`config.mk`:
```
export PLATFORM = sky130hd
export DESIGN_NAME = bin_ratio_input_loader
export DESIGN_NICKNAME = d
export VERILOG_FILES = /design/src/rtl/bin_ratio_input_loader_pkg.sv /design/src/rtl/bin_ratio_input_loader_bin_compress.sv /design/src/rtl/bin_ratio_input_loader.sv
export SDC_FILE = /design/constraint.sdc
export NUM_CORES = 1
export LEC_CHECK = 0
export BUFFER_PORTS_ARGS = -buffer_cell sky130_fd_sc_hd__buf_2
export CAP_MARGIN = 30
export CELL_PAD_IN_SITES_DETAIL_PLACEMENT = 0
export CELL_PAD_IN_SITES_GLOBAL_PLACEMENT = 1
export CORE_ASPECT_RATIO = 0.5
export CORE_UTILIZATION = 35
export DETAILED_ROUTE_END_ITERATION = 12
export GPL_TIMING_DRIVEN = 0
export PLACE_DENSITY = 0.67
export SLEW_MARGIN = 20
export SYNTH_ARGS = -nofsm -noshare
export SYNTH_HDL_FRONTEND = slang
export SYNTH_SLANG_ARGS = --single-unit
```
`constraint.sdc`:
```
create_clock -name clk -period 2.4 [get_ports clk]
set_input_delay 0.36 -clock clk [delete_from_list [all_inputs] [get_ports clk]]
set_output_delay 0.36 -clock clk [all_outputs]
set_load 0.005 [all_outputs]
```
`src/rtl/bin_ratio_input_loader_pkg.sv`:
```
// Shared types and widths for the first-layer input loader and its helpers.
package bin_ratio_input_loader_pkg;

    localparam int INPUT_ADDR_W = 10;
    localparam int ACT_W        = 8;

    typedef enum logic [1:0] {
        LOAD,
        ZERO_FILL,
        DONE,
        WAIT_LAYER
    } loader_state_t;

endpackage

```
`src/rtl/bin_ratio_input_loader_bin_compress.sv`:
```
// Saturating right-shift compression of a raw count down to an activation byte.
module bin_compress
    import bin_ratio_input_loader_pkg::*;
#(
    parameter int CNT_W = 16,
    parameter int SHIFT = 2
) (
    input  logic [CNT_W-1:0] count,
    output logic [ACT_W-1:0] value
);

    // Zero-extended so the slice below is valid even for counts narrower than a byte.
    logic [CNT_W+ACT_W-1:0] shifted;

    assign shifted = {{ACT_W{1'b0}}, count} >> SHIFT;
    assign value   = (|shifted[CNT_W+ACT_W-1:ACT_W]) ? {ACT_W{1'b1}} : shifted[ACT_W-1:0];

endmodule

```
`src/rtl/bin_ratio_input_loader.sv`:
```
// Streams compressed spectrum bins into the first layer's input memory, zero-fills
// short frames, and holds off new input until the layer releases the memory.
module bin_ratio_input_loader
    import bin_ratio_input_loader_pkg::*;
#(
    parameter int N_BINS = 1023,
    parameter int CNT_W  = 16,
    parameter int SHIFT  = 2
) (
    input  logic                    clk,
    input  logic                    rst_n,
    input  logic                    raw_valid,
    output logic                    raw_ready,
    input  logic [CNT_W-1:0]        raw_count,
    input  logic                    raw_last,
    input  logic                    DATA_out_ready,
    output logic [INPUT_ADDR_W-1:0] LOAD_input_value_ADDR,
    output logic                    LOAD_input_en,
    output logic [ACT_W-1:0]        Pre_processed_dat,
    output logic                    PP_DONE,
    output logic                    short_frame
);

    localparam logic [INPUT_ADDR_W-1:0] LAST_IDX = INPUT_ADDR_W'(N_BINS - 1);

    loader_state_t             state, state_next;
    logic [INPUT_ADDR_W-1:0]   idx, idx_next;
    logic [INPUT_ADDR_W-1:0]   addr_next;
    logic [ACT_W-1:0]          dat_next;
    logic [ACT_W-1:0]          compressed;
    logic                      en_next;
    logic                      pp_next;
    logic                      short_next;

    bin_compress #(
        .CNT_W (CNT_W),
        .SHIFT (SHIFT)
    ) u_compress (
        .count (raw_count),
        .value (compressed)
    );

    // Ready depends only on state; gated by reset so every output reads 0 while held.
    assign raw_ready = rst_n & (state == LOAD);

    always_comb begin
        state_next = state;
        idx_next   = idx;
        en_next    = 1'b0;
        addr_next  = LOAD_input_value_ADDR;
        dat_next   = Pre_processed_dat;
        pp_next    = 1'b0;
        short_next = short_frame;

        case (state)
            LOAD: begin
                if (raw_valid) begin
                    en_next   = 1'b1;
                    addr_next = idx;
                    dat_next  = compressed;
                    idx_next  = idx + 1'b1;
                    if (idx == '0) begin
                        short_next = 1'b0;
                    end
                    if (idx == LAST_IDX) begin
                        state_next = DONE;
                    end else if (raw_last) begin
                        state_next = ZERO_FILL;
                        short_next = 1'b1;
                    end
                end
            end
            ZERO_FILL: begin
                en_next   = 1'b1;
                addr_next = idx;
                dat_next  = '0;
                idx_next  = idx + 1'b1;
                if (idx == LAST_IDX) begin
                    state_next = DONE;
                end
            end
            DONE: begin
                pp_next    = 1'b1;
                state_next = WAIT_LAYER;
            end
            WAIT_LAYER: begin
                if (DATA_out_ready) begin
                    state_next = LOAD;
                    idx_next   = '0;
                end
            end
            default: begin
                state_next = LOAD;
                idx_next   = '0;
            end
        endcase
    end

    always_ff @(posedge clk or negedge rst_n) begin
        if (!rst_n) begin
            state                 <= LOAD;
            idx                   <= '0;
            LOAD_input_en         <= 1'b0;
            LOAD_input_value_ADDR <= '0;
            Pre_processed_dat     <= '0;
            PP_DONE               <= 1'b0;
            short_frame           <= 1'b0;
        end else begin
            state                 <= state_next;
            idx                   <= idx_next;
            LOAD_input_en         <= en_next;
            LOAD_input_value_ADDR <= addr_next;
            Pre_processed_dat     <= dat_next;
            PP_DONE               <= pp_next;
            short_frame           <= short_next;
        end
    end

endmodule

```
## Word-level counts from Yosys, hierarchy flattened

Index checks and enable logic that the tools add are counted.

| word-level totals | value |
|---|---|
| logic and storage cells | 46 |
| output and inout bits | 22 |
| register bits after elaboration | 33 |
| bits of input ports | 21 |

| cells by class | value |
|---|---|
| equality and inequality tests | 8 |
| muxes and demuxes | 20 |
| reduce and logical (&&, ||, !) cells | 9 |
| add/sub/neg operators | 1 |
| bitwise operators | 1 |

Operator list:

| kind | number |
|---|---|
| 10-bit two-way mux | 3 |
| 10-bit one-hot mux with 3 select lines | 1 |
| 10-bit one-hot mux with 2 select lines | 1 |
| 8-bit two-way mux | 2 |
| 8-bit one-hot mux with 2 select lines | 1 |
| 10-bit by 1-bit adder with 10-bit output, second input constant | 1 |
| 10-bit equality test, second input constant | 1 |
| 10-bit zero test | 1 |
| 2-bit two-way mux | 5 |
| 2-bit one-hot mux with 4 select lines | 1 |
| 2-bit != test, second input constant | 3 |
| 6-bit OR reduction | 1 |
| 1-bit two-way mux | 5 |
| 2-bit equality test, second input constant | 2 |
| 2-bit AND reduction | 2 |
| 4-bit AND reduction | 1 |
| 3-bit by 2-bit != test with 1-bit output, second input constant | 1 |
| 3-bit AND reduction | 1 |
| 3-bit nonzero test | 1 |
| 2-bit by 1-bit equality test with 1-bit output, second input constant | 1 |
| 2-bit zero test | 1 |
| 1-bit one-hot mux with 2 select lines | 1 |
| 2-bit nonzero test | 1 |
| 1-bit AND | 1 |

## Longest topological paths before layout

Gate-level depths: netlist of the first run.

| depth | value |
|---|---|
| depth after elaboration | 4 |
| gate-level depth with buffers | 8 |
| depth with buffers taken out | 6 |

## By module

From an unflattened synthesis of the first run, not the netlist that was laid out.

| second synthesis, totals | value |
|---|---|
| cell total of the unflattened synthesis | 186 |
| area, all modules | 1,819.2 um^2 |

Modules (own cells, without submodules):

| module | cells an instance | area an instance (um^2) | instances |
|---|---|---|---|
| bin_ratio_input_loader | 167 | 1,719.1 | 1 |
| bin_compress | 19 | 100.1 | 1 |

## Worst setup path before layout of the first run

No wires, ideal clock.

| timing path | value |
|---|---|
| kind | reg-to-reg |
| start | reg state[0] |
| end | reg idx[9] |
| arrival | 1,743 ps |
| path buffers | 2 |
| slack | 531 ps |
| stages on the path, launching flop included | 8 |
| path through | dfrtp_1 inv_1 ha_1 nor2b_4 buf_6 or3_4 buf_6 a221o_1 |

| between the ends | value |
|---|---|
| word-level cells in the longest chain between the ends | 3 |
| elaborated cells on any way between the ends | 8 |
| those cells by class | eq/ne: 4; mux: 1; reduce/logical: 3 |

Ends and longest elaborated chain:

| item | line | text |
|---|---|---|
| start: declaration | bin_ratio_input_loader.sv:26 | `loader_state_t state, state_next;` |
| start signal: assignment | bin_ratio_input_loader.sv:109 | `state <= state_next;` |
| 2-bit equality test, or another cell as far along | bin_ratio_input_loader.sv:55 | `case (state)` |
| 2-bit != test (no source line) / 3-bit nonzero test (equally long branches) | n/a |  |
| 3-bit AND reduction (no source line) | n/a |  |
| end signal: assignment | bin_ratio_input_loader.sv:110 | `idx <= idx_next;` |
| end: declaration | bin_ratio_input_loader.sv:27 | `logic [INPUT_ADDR_W-1:0] idx, idx_next;` |

Parallel ways exist; a longest one is shown, timed or not.
A chain may end at the register's enable or synchronous reset.

## Final worst setup path of the first run

| timing path | value |
|---|---|
| start | reg state[0] |
| end | reg LOAD_input_value_ADDR[2] |

| between the ends | value |
|---|---|
| word-level cells in the longest chain between the ends | 3 |
| elaborated cells on any way between the ends | 6 |
| those cells by class | eq/ne: 2; mux: 1; reduce/logical: 3 |

Ends and longest elaborated chain:

| item | line | text |
|---|---|---|
| 2-bit by 1-bit equality test with 1-bit output / 2-bit zero test (equally long branches) | bin_ratio_input_loader.sv:55 |  |
| 2-bit nonzero test (no source line) / 2-bit != test (equally long branches) | n/a |  |
| 2-bit AND reduction (no source line) | n/a |  |
| end signal: assignment | bin_ratio_input_loader.sv:112 | `LOAD_input_value_ADDR <= addr_next;` |
| end: declaration | bin_ratio_input_loader.sv:17 | `output logic [INPUT_ADDR_W-1:0] LOAD_input_value_ADDR,` |

Parallel ways exist; a longest one is shown, timed or not.

==> results of run 1 <==
[power breakdown]
part           internal (uW)  switching (uW)
registers                556               0
logic                   10.9            16.6
clock network            259             209
total                    826             226
[sequential cells by signal (all words and copies together), names as in the netlist]
name                   count
state                      2
LOAD_input_en              1
idx                       10
short_frame                1
PP_DONE                    1
LOAD_input_value_ADDR     10
Pre_processed_dat          8
[final timing paths]
| path | start | to | cells past startpoint |
|---|---|---|---|
| min | rst_n | Pre_processed_dat[4] | 1 |
| min reg2reg | LOAD_input_value_ADDR[1] | LOAD_input_value_ADDR[1] | 2 |
| max reg2reg | state[0] | LOAD_input_value_ADDR[2] | 6 |
| max | state[0] | LOAD_input_value_ADDR[2] | 6 |
| min in group clk | raw_last | short_frame | 3 |
| max in group asynchronous | rst_n | idx[9] | 1 |
[routing by layer]
layer	GRT usage, %	wire length, um	vias up
met5	0	0	-
met4	7.49	59	0
met3	5.06	213	7
met2	24.3	1630	46
met1	23.4	2030	670
li1	-	-	706
[worst reg2reg max path: cells and delay by family (launching register included)]
kind                     cells  cell delay, ps
buffers and inverters        3             540
flip-flops                   1             400
multiplexers                 1             360
AO/OA/AOI/OAI                1             350
adder cells (fa/ha/maj)      1             300
[per-stage QoR]
| step | cell area (um2) | power [uW] | hold slack, ps | utilization, % | setup slack [ps] |
|---|---|---|---|---|---|
| after floorplan | 1680 | 568 | 64.4 | - | 531 |
| after global placement | 1970 | 595 | 457 | 43.6 | 298 |
| after detailed placement | 1970 | 595 | 468 | 43.6 | 316 |
| after CTS | 2070 | 1070 | 159 | 45.8 | 291 |
| after global routing | 2070 | 1100 | 200 | 45.8 | 135 |
| final | 2070 | 1050 | 137 | 45.8 | 328 |
[kinds of logic after synthesis]
kind of cell	after synthesis	synth area share, %
AND/OR/NAND/NOR	54	17.0
AO/OA/AOI/OAI	47	16.4
flip-flops	33	49.1
buffers and inverters	18	5.28
multiplexers	11	7.14
adder cells (fa/ha/maj)	7	5.20
[area by class of cell]
cell class              count  share of cell area (%)
flip-flops and latches     33                    40.0
multi-input cells         119                    37.2
repair buffers             40                    9.69
clock buffers               7                    4.66
well taps                  66                    4.00
plain buffers              11                    3.03
inverters                   7                    1.27
clock inverters             1                   0.242
[layout by cell type, fill, tap and decap left out, drive strengths merged]
master and count:
or3 2, or4 1, o31ai 1, nor2 4, o41ai 1, a222oi 2, and2 2, ha 7
nand4b 1, o311ai 1, inv 7, buf 47, o21ai 33, nor3b 1, nor4 5, mux2i 3
a31o 1, a221o 1, nand2 16, mux2 8, nand3 7, o21a 1, nand4 2, clkinv 1
a21oi 4, dfrtp 33, or2 1, clkbuf 11, nor2b 2, nor3 9, and3 1, a22o 1
a211o 1
==> results.ini, run 1 <==
[critical_path]
worst_setup_path_end_kind=register
crit_chain=inv_1 > ha_1 > inv_1 > a21oi_1 > buf_2 > mux2_2
required_ps=2570
crit_path_top_delay_cell=dfrtp_1
start_kind=register
timing.critical_path.buf_inv=3
worst_path_dominant_cell_family=buffers and inverters
timing.critical_path.arrival_ps=2250
worst-setup-path-type=reg -> reg
critical_path.most_common_cell=inv_1
path_max_fanout=10
critical-path-max-stage-delay_ps=400
r2r_slack_ps=330

[timing]
finalCritPeriodShare_pct=86.3
timing_worst_slew_pin_value_ps=752
period_needed_ps=2070
worst_case_headroom_to_the_max_slew_limit_pct=49.9
setup_viol=0
report.final.slew_viol_count=0
report.final.hold_viol_count=0
skew_ps=3.65
grt_setup_unrepaired=no
timing.fmax_ghz=0.483
setup_tns_ps=0

[yosys]
synth_area_leader_cell=dfrtp_1
syn_nets=198
synth.distinct_cells=36
netlist_area_mm2=0.00168
synth_top_area_share_pct=49.1
post_synthesis_async_set_or_reset_flop_share_pct=100
yosys-top-cells-area=dfrtp_1 (49%), o21ai_0 (9.5%), mux2_2 (5.4%), ha_1 (5.2%), nand2_1 (3.6%)
synth_top_flop_cell=dfrtp_1
synth_common_cells=dfrtp_1 (33), o21ai_0 (32), nand2_1 (16), nor3_1 (9), mux2_2 (8)
yosysWarnings=0
synth-edff-count=0
syn_avg_cell_area_um2=9.90
synth_seq_cells=33
syn-instance-count=170
yosysMostFrequentCell=dfrtp_1
sequential_cell_area_fraction_in_the_yosys_report_pct=49.1

[die]
chipWidth_um=100
die_area_mm2=0.00511
rows=17
core_area_mm2=0.00451
chipHeight_um=51.0
initial_utilization_pct=37.3
ios=43

[drt]
first_iter_violations=40
wl_per_cell_um=13.8
drt_wl_total_mm=3.93
dr_total_vias=1429
drc=0
vias_per_cell=5.03
drt_pass1_iterations=4
drtAntennaViolNets=0

[clock_tree]
cts.root.buffer_cell=clkbuf_8
post_cts_hold_buffer_count=0
tritoncts.num_buffers=5
cts.sink_count=33
max-clock-path-buffers=2
cts_tree=built
postcts_resize_cnt=0
clock_latency_ps=290
worst_setup_hold_path_clk_slew_ps=70
clock_tree.htree_level_count=2
post_cts_buffers=0

[finish]
final_nets=245
fill_cells=463
regArea_um2=826
num_antenna_cells=0
syn_to_final_growth_pct=22.8
drive_gt1_share_pct=31.2
total_area_of_multi_input_combinational_cells_um2=768
finish.cell_count_without_fillers=284

[placed_design]
placedCellCount=276
hpwl_mm=2.79
portBuffers=40
gp_congestion=0.823

[global_routing]
number_of_global_route_vias_before_repair=1303
grtUsageTotal_pct=16.9
largest_net_degree_at_the_start_of_global_routing=35
grt_antenna_before_repair=0
global_route_wire_length_before_repair_mm=6.38
grt_overflow=0

[status]
status=finished clean

[power_and_ir_drop]
total_leakage_power_uw=0.000956
peak_vdd_ir_v=0.000195
cellPowerDensity_mw_per_mm2=509

[hold_path]
worstHoldPathType=in -> async

[job]
cap_viol_max_count=0

No activity file was read; power rests on OpenSTA's default activity.
==> run 2: changes to the inputs <==
--- a/config.mk
+++ b/config.mk
@@ -13,7 +13,7 @@
 export CORE_UTILIZATION = 35
 export DETAILED_ROUTE_END_ITERATION = 12
 export GPL_TIMING_DRIVEN = 0
-export PLACE_DENSITY = 0.67
+export PLACE_DENSITY_LB_ADDON = 0.1
 export SLEW_MARGIN = 20
 export SYNTH_ARGS = -nofsm -noshare
 export SYNTH_HDL_FRONTEND = slang
==> results.ini, run 2 (same netlist as run 1, synthesis figures left out) <==
[status]
status=finished clean

[power_and_ir_drop]
total_switching_power_uw=217  ; -3.7%
internal_power_uw=905  ; +9.6%
pwr-share-clk_pct=48.0  ; +3.5 points
post-layout-total-power_uw=1120  ; +6.7%
seq_power_share_pct=49.5  ; -3.4 points
peak_vdd_ir_v=0.000237  ; +21%
total_leakage_power_uw=0.000960  ; +0.44%
logic_pwr_share_pct=2.5  ; about the same
sw_frac_of_total_pct=19.4  ; -2.1 points
cellPowerDensity_mw_per_mm2=539  ; +6.0%

[critical_path]
required_ps=2560  ; about the same
worst-r2r-cell-count=6  ; unchanged
path_max_fanout=10  ; unchanged
timing.critical_path.arrival_ps=2320  ; +70 ps
r2r_slack_ps=240  ; -90 ps
reg2reg_from=state[0]
worst_setup_path_end_kind=register
worst-setup-path-type=reg -> reg
start_kind=register
crit-reg2reg-capture=LOAD_input_value_ADDR[2]

[finish]
drive_gt1_share_pct=30.7  ; -0.46 points
final_cell_mix=buf_2 (45), dfrtp_1 (33), o21ai_0 (32), nand2_1 (16), nor3_1 (9)
layout_commonest_cell=buf_2
fill_cells=470  ; +1.5%
final_nets=245  ; unchanged
top_regs=LOAD_input_value_ADDR (10), idx (10), Pre_processed_dat (8)
final_cell_area_mm2=0.00208  ; +0.73%
syn_to_final_growth_pct=23.7
finalCoreUtilization_pct=46.2  ; +0.33 points
num_antenna_cells=0  ; unchanged

[clock_tree]
tritoncts.num_buffers=5  ; unchanged
postcts_resize_cnt=0  ; unchanged
cts_tree=built
cts.sink_count=33  ; unchanged
clock_latency_ps=280  ; about the same
post_cts_hold_buffer_count=0  ; unchanged
post_cts_buffers=0  ; unchanged
max-clock-path-buffers=2  ; unchanged
worst_setup_hold_path_clk_slew_ps=70  ; about the same
cts.root.buffer_cell=clkbuf_8
clock_tree.htree_level_count=2  ; unchanged

[drt]
drtAntennaViolNets=0  ; unchanged
wl_per_cell_um=13.9  ; about the same
topRoutingLayerUsed=met4
met3_wirelength_um=198  ; -7.0%
drt_wl_total_mm=3.93  ; about the same
route.layer.met1.wl_mm=2.06  ; +1.9%
drc=0  ; unchanged
dr_total_vias=1433  ; +0.28%
vias_per_cell=5.05  ; +0.28%
met2_length_mm=1.65  ; +0.92%
drt_pass1_iterations=4  ; unchanged
first_iter_violations=49  ; +23%

[timing]
timing.fmax_ghz=0.463  ; -4.1%
skew_ps=11.4  ; +7.73 ps
report.final.slew_viol_count=0  ; unchanged
grt_setup_unrepaired=no
finalCritPeriodShare_pct=90.1  ; +3.7 points
report.final.hold_viol_count=0  ; unchanged
period_needed_ps=2160  ; +89.6 ps
timing_worst_slew_pin_value_ps=749  ; -3.39 ps
setup_viol=0  ; unchanged
setup_tns_ps=0  ; unchanged
worst_case_headroom_to_the_max_slew_limit_pct=50.1  ; +0.23 points

[placed_design]
hpwl_mm=2.84  ; +1.9%
place_area_mm2=0.00197  ; unchanged
portBuffers=40  ; unchanged
gp_congestion=0.819  ; -0.51%

[die]
core_area_mm2=0.00451  ; unchanged
chipWidth_um=100  ; unchanged
initial_utilization_pct=37.3  ; unchanged
ios=43  ; unchanged
rows=17  ; unchanged
chipHeight_um=51.0  ; unchanged
die_area_mm2=0.00511  ; unchanged

[hold_path]
worstHoldPathType=in -> async

[global_routing]
global_route_wire_length_before_repair_mm=6.69  ; +4.9%
grtUsageTotal_pct=17.3  ; +0.42 points
number_of_global_route_vias_before_repair=1400  ; +7.4%
grt_overflow=0  ; unchanged
largest_net_degree_at_the_start_of_global_routing=35  ; unchanged
grt_antenna_before_repair=0  ; unchanged

[job]
cap_viol_max_count=0  ; unchanged

[run 2: how the worst max path moves through the flow]
stage / from / endpoint / slack, ps / cells past startpoint
floorplan: state[0] / idx[9] / 530 / 7
global placement: state[0] / LOAD_input_value_ADDR[8] / 280 / 6
detailed placement: state[0] / LOAD_input_value_ADDR[8] / 270 / 6
CTS: state[0] / LOAD_input_value_ADDR[2] / 240 / 6
global route: state[0] / LOAD_input_value_ADDR[2] / 100 / 6
finish: state[0] / LOAD_input_value_ADDR[2] / 240 / 6
[run 2: stage by stage]
stage / hold slack (ps) / std cells / setup WS, ps
2_1_floorplan: 64.4 / 170 / 531
3_3_place_gp: 457 / 276 / 280
3_5_place_dp: 466 / 276 / 275
4_1_cts: 168 / 284 / 237
5_1_grt: 208 / 284 / 97.2
6_report: 146 / 284 / 239
[run 2: final cells by class]
type / instances / area [um2] / share of cell area (%)
multi-input cells: 119 / 768 / 36.9
clock buffers: 7 / 86.3 / 4.15
well taps: 66 / 82.6 / 3.97
plain buffers: 11 / 62.6 / 3.00
repair buffers: 40 / 200 / 9.62
inverters: 7 / 26.3 / 1.26
flip-flops and latches: 33 / 826 / 39.7
clock inverters: 1 / 30.0 / 1.44
[run 2: power groups by stage]
stage                     logic (uW)  clock network [uW]  registers (uW)
after floorplan                 1.69                   0             567
after global placement          28.4                   0             567
after detailed placement        28.8                   0             567
after CTS                       28.9                 552             556
after global routing            32.5                 582             556
final                           27.6                 539             556
[run 2: routing by layer]
| layer | up-vias | track usage [%] |
|---|---|---|
| met1 | 689 | 24.2 |
| met4 | 0 | 5.31 |
| met5 | - | 0 |
| met3 | 2 | 4.92 |
| li1 | 706 | - |
| met2 | 36 | 25.9 |
[run 2: worst max-delay path: stages (launching register included)]
cell,delay [ps]
dfrtp_1,400
inv_1,110
ha_1,330
inv_1,140
a21oi_1,380
buf_2,320
mux2_2,360
==> run 3: changes to the inputs <==
--- a/config.mk
+++ b/config.mk
@@ -10,7 +10,7 @@
 export CELL_PAD_IN_SITES_DETAIL_PLACEMENT = 0
 export CELL_PAD_IN_SITES_GLOBAL_PLACEMENT = 1
 export CORE_ASPECT_RATIO = 0.5
-export CORE_UTILIZATION = 35
+export CORE_UTILIZATION = 39
 export DETAILED_ROUTE_END_ITERATION = 12
 export GPL_TIMING_DRIVEN = 0
 export PLACE_DENSITY_LB_ADDON = 0.1
==> results.ini, run 3 (same netlist as run 1, synthesis figures left out) <==
[finish]
num_antenna_cells=0  ; unchanged
finish.cell_count_without_fillers=271  ; -4.6%
drive_gt1_share_pct=30.4  ; -0.32 points
layout_commonest_cell=buf_2
final_nets=245  ; unchanged
syn_to_final_growth_pct=21.0
fill_cells=391  ; -17%
top_regs=LOAD_input_value_ADDR (10), idx (10), Pre_processed_dat (8)
final_cell_mix=buf_2 (45), dfrtp_1 (33), o21ai_0 (32), nand2_1 (16), nor3_1 (9)

[job]
cap_viol_max_count=0  ; unchanged

[critical_path]
worst-r2r-cell-count=6  ; unchanged
required_ps=2570  ; about the same
worst_setup_path_end_kind=register
timing.critical_path.arrival_ps=2270  ; -50 ps
crit_start=state[0]
reg2reg_from=state[0]
path_max_fanout=10  ; unchanged
crit-reg2reg-capture=LOAD_input_value_ADDR[9]
start_kind=register
r2r_slack_ps=310  ; +70 ps
worst-setup-path-type=reg -> reg
end_of_the_critical_path=LOAD_input_value_ADDR[9]

[power_and_ir_drop]
pwr-share-clk_pct=42.7  ; -5.3 points
cellPowerDensity_mw_per_mm2=500  ; -7.3%
internal_power_uw=795  ; -12%
peak_vdd_ir_v=0.000186  ; -21%
total_switching_power_uw=223  ; +2.8%
total_leakage_power_uw=0.000946  ; -1.5%
logic_pwr_share_pct=2.7  ; +0.2 points
seq_power_share_pct=54.6  ; +5.1 points
sw_frac_of_total_pct=21.9  ; +2.6 points

[timing]
setup_viol=0  ; unchanged
timing_worst_slew_pin_value_ps=758  ; +8.98 ps
setup_tns_ps=0  ; unchanged
skew_ps=6.67  ; -4.72 ps
period_needed_ps=2090  ; -66.7 ps
finalCritPeriodShare_pct=87.3  ; -2.8 points
worst_case_headroom_to_the_max_slew_limit_pct=49.5  ; -0.60 points
report.final.slew_viol_count=0  ; unchanged
timing.fmax_ghz=0.477  ; +3.2%
grt_setup_unrepaired=no
report.final.hold_viol_count=0  ; unchanged

[global_routing]
global_route.peak_usage_layer=met1
global_route_wire_length_before_repair_mm=6.43  ; -3.8%
largest_net_degree_at_the_start_of_global_routing=35  ; unchanged
grt.met1_usage_pct=27.3  ; +3.1 points
grt_antenna_before_repair=0  ; unchanged
groute.layer.met3.usage_pct=6.29  ; +1.4 points
grt_overflow=0  ; unchanged
grtUsageTotal_pct=18.7  ; +1.4 points
number_of_global_route_vias_before_repair=1283  ; -8.4%
gr-usage-met2_pct=26.0  ; +0.16 points

[drt]
drt_pass1_iterations=4  ; unchanged
drtAntennaViolNets=0  ; unchanged
wl_per_cell_um=14.4  ; +3.6%
first_iter_violations=78  ; +59%
vias_per_cell=5.25  ; +4.1%
drt_wl_total_mm=3.89  ; -1.1%
drc=0  ; unchanged
dr_total_vias=1424  ; -0.63%

[die]
initial_utilization_pct=41.8  ; +4.5 points
ios=43  ; unchanged
die_area_mm2=0.00460  ; -10%
rows=16  ; -1
chipWidth_um=94.9  ; -5.2%
core_area_mm2=0.00402  ; -11%
chipHeight_um=48.5  ; -5.1%

[clock_tree]
cts.root.buffer_cell=clkbuf_8
tritoncts.num_buffers=5  ; unchanged
cts.sink_count=33  ; unchanged
clock_latency_ps=290  ; about the same
clock_tree.htree_level_count=2  ; unchanged
post_cts_hold_buffer_count=0  ; unchanged
max-clock-path-buffers=2  ; unchanged
cts_tree=built
worst_setup_hold_path_clk_slew_ps=70  ; about the same
postcts_resize_cnt=0  ; unchanged
post_cts_buffers=0  ; unchanged

[placed_design]
hpwl_mm=2.68  ; -5.6%
gp_congestion=0.759  ; -7.3%
portBuffers=40  ; unchanged
placedCellCount=264  ; -4.3%

[status]
status=finished clean

[hold_path]
worstHoldPathType=in -> async

[run 3: cell count changes in the layout (fill, tap and decap cells not counted)]
cell / previous run / this run
bufinv_16: 1 / 0
[run 3: metrics by stage]
| stage | area, um2 | hold WS [ps] | util (%) | power, uW | setup slack (ps) |
|---|---|---|---|---|---|
| final | 2040 | 140 | 50.6 | 1020 | 305 |
| after global routing | 2040 | 201 | 50.6 | 1050 | 133 |
| after CTS | 2040 | 182 | 50.6 | 1020 | 286 |
| after detailed placement | 1950 | 466 | 48.5 | 595 | 310 |
| after global placement | 1950 | 456 | 48.5 | 595 | 338 |
| after floorplan | 1680 | 64.4 | - | 568 | 531 |
[run 3: worst min-delay path by stage]
stage	endpoint	slack, ps	cells past startpoint
finish	LOAD_input_value_ADDR[1]	140	1
detailed placement	LOAD_input_value_ADDR[7]	470	2
floorplan	LOAD_input_en	60	0
global placement	LOAD_input_value_ADDR[7]	460	2
global route	LOAD_input_value_ADDR[1]	200	1
CTS	state[1]	180	1
[run 3: power by group through the flow]
stage               clock network [uW]  registers (uW)  logic (uW)
floorplan                            0             567        1.69
global placement                     0             567        28.0
detailed placement                   0             567        28.6
CTS                                439             556        29.0
global route                       467             555        32.0
finish                             435             556        27.4
[run 3: area by class of cell]
class	count	area (um2)	share of cell area (%)
timing repair buffer	40	200	9.83
multi-input combinational	119	768	37.7
clock buffer	7	86.3	4.24
buffer	11	62.6	3.07
inverter	7	26.3	1.29
tap	54	67.6	3.32
sequential	33	826	40.5
[run 3: routing by layer]
layer	routed length, um	up-vias
li1	-	706
met5	0	-
met1	1950	667
met3	271	4
met2	1650	47
met4	24	0
[run 3: critical path, stage by stage (launching register included)]
cell and delay [ps]:
dfrtp_1 400, inv_1 110, ha_1 310, inv_1 120, a21oi_1 370, buf_2 310, mux2_2 360
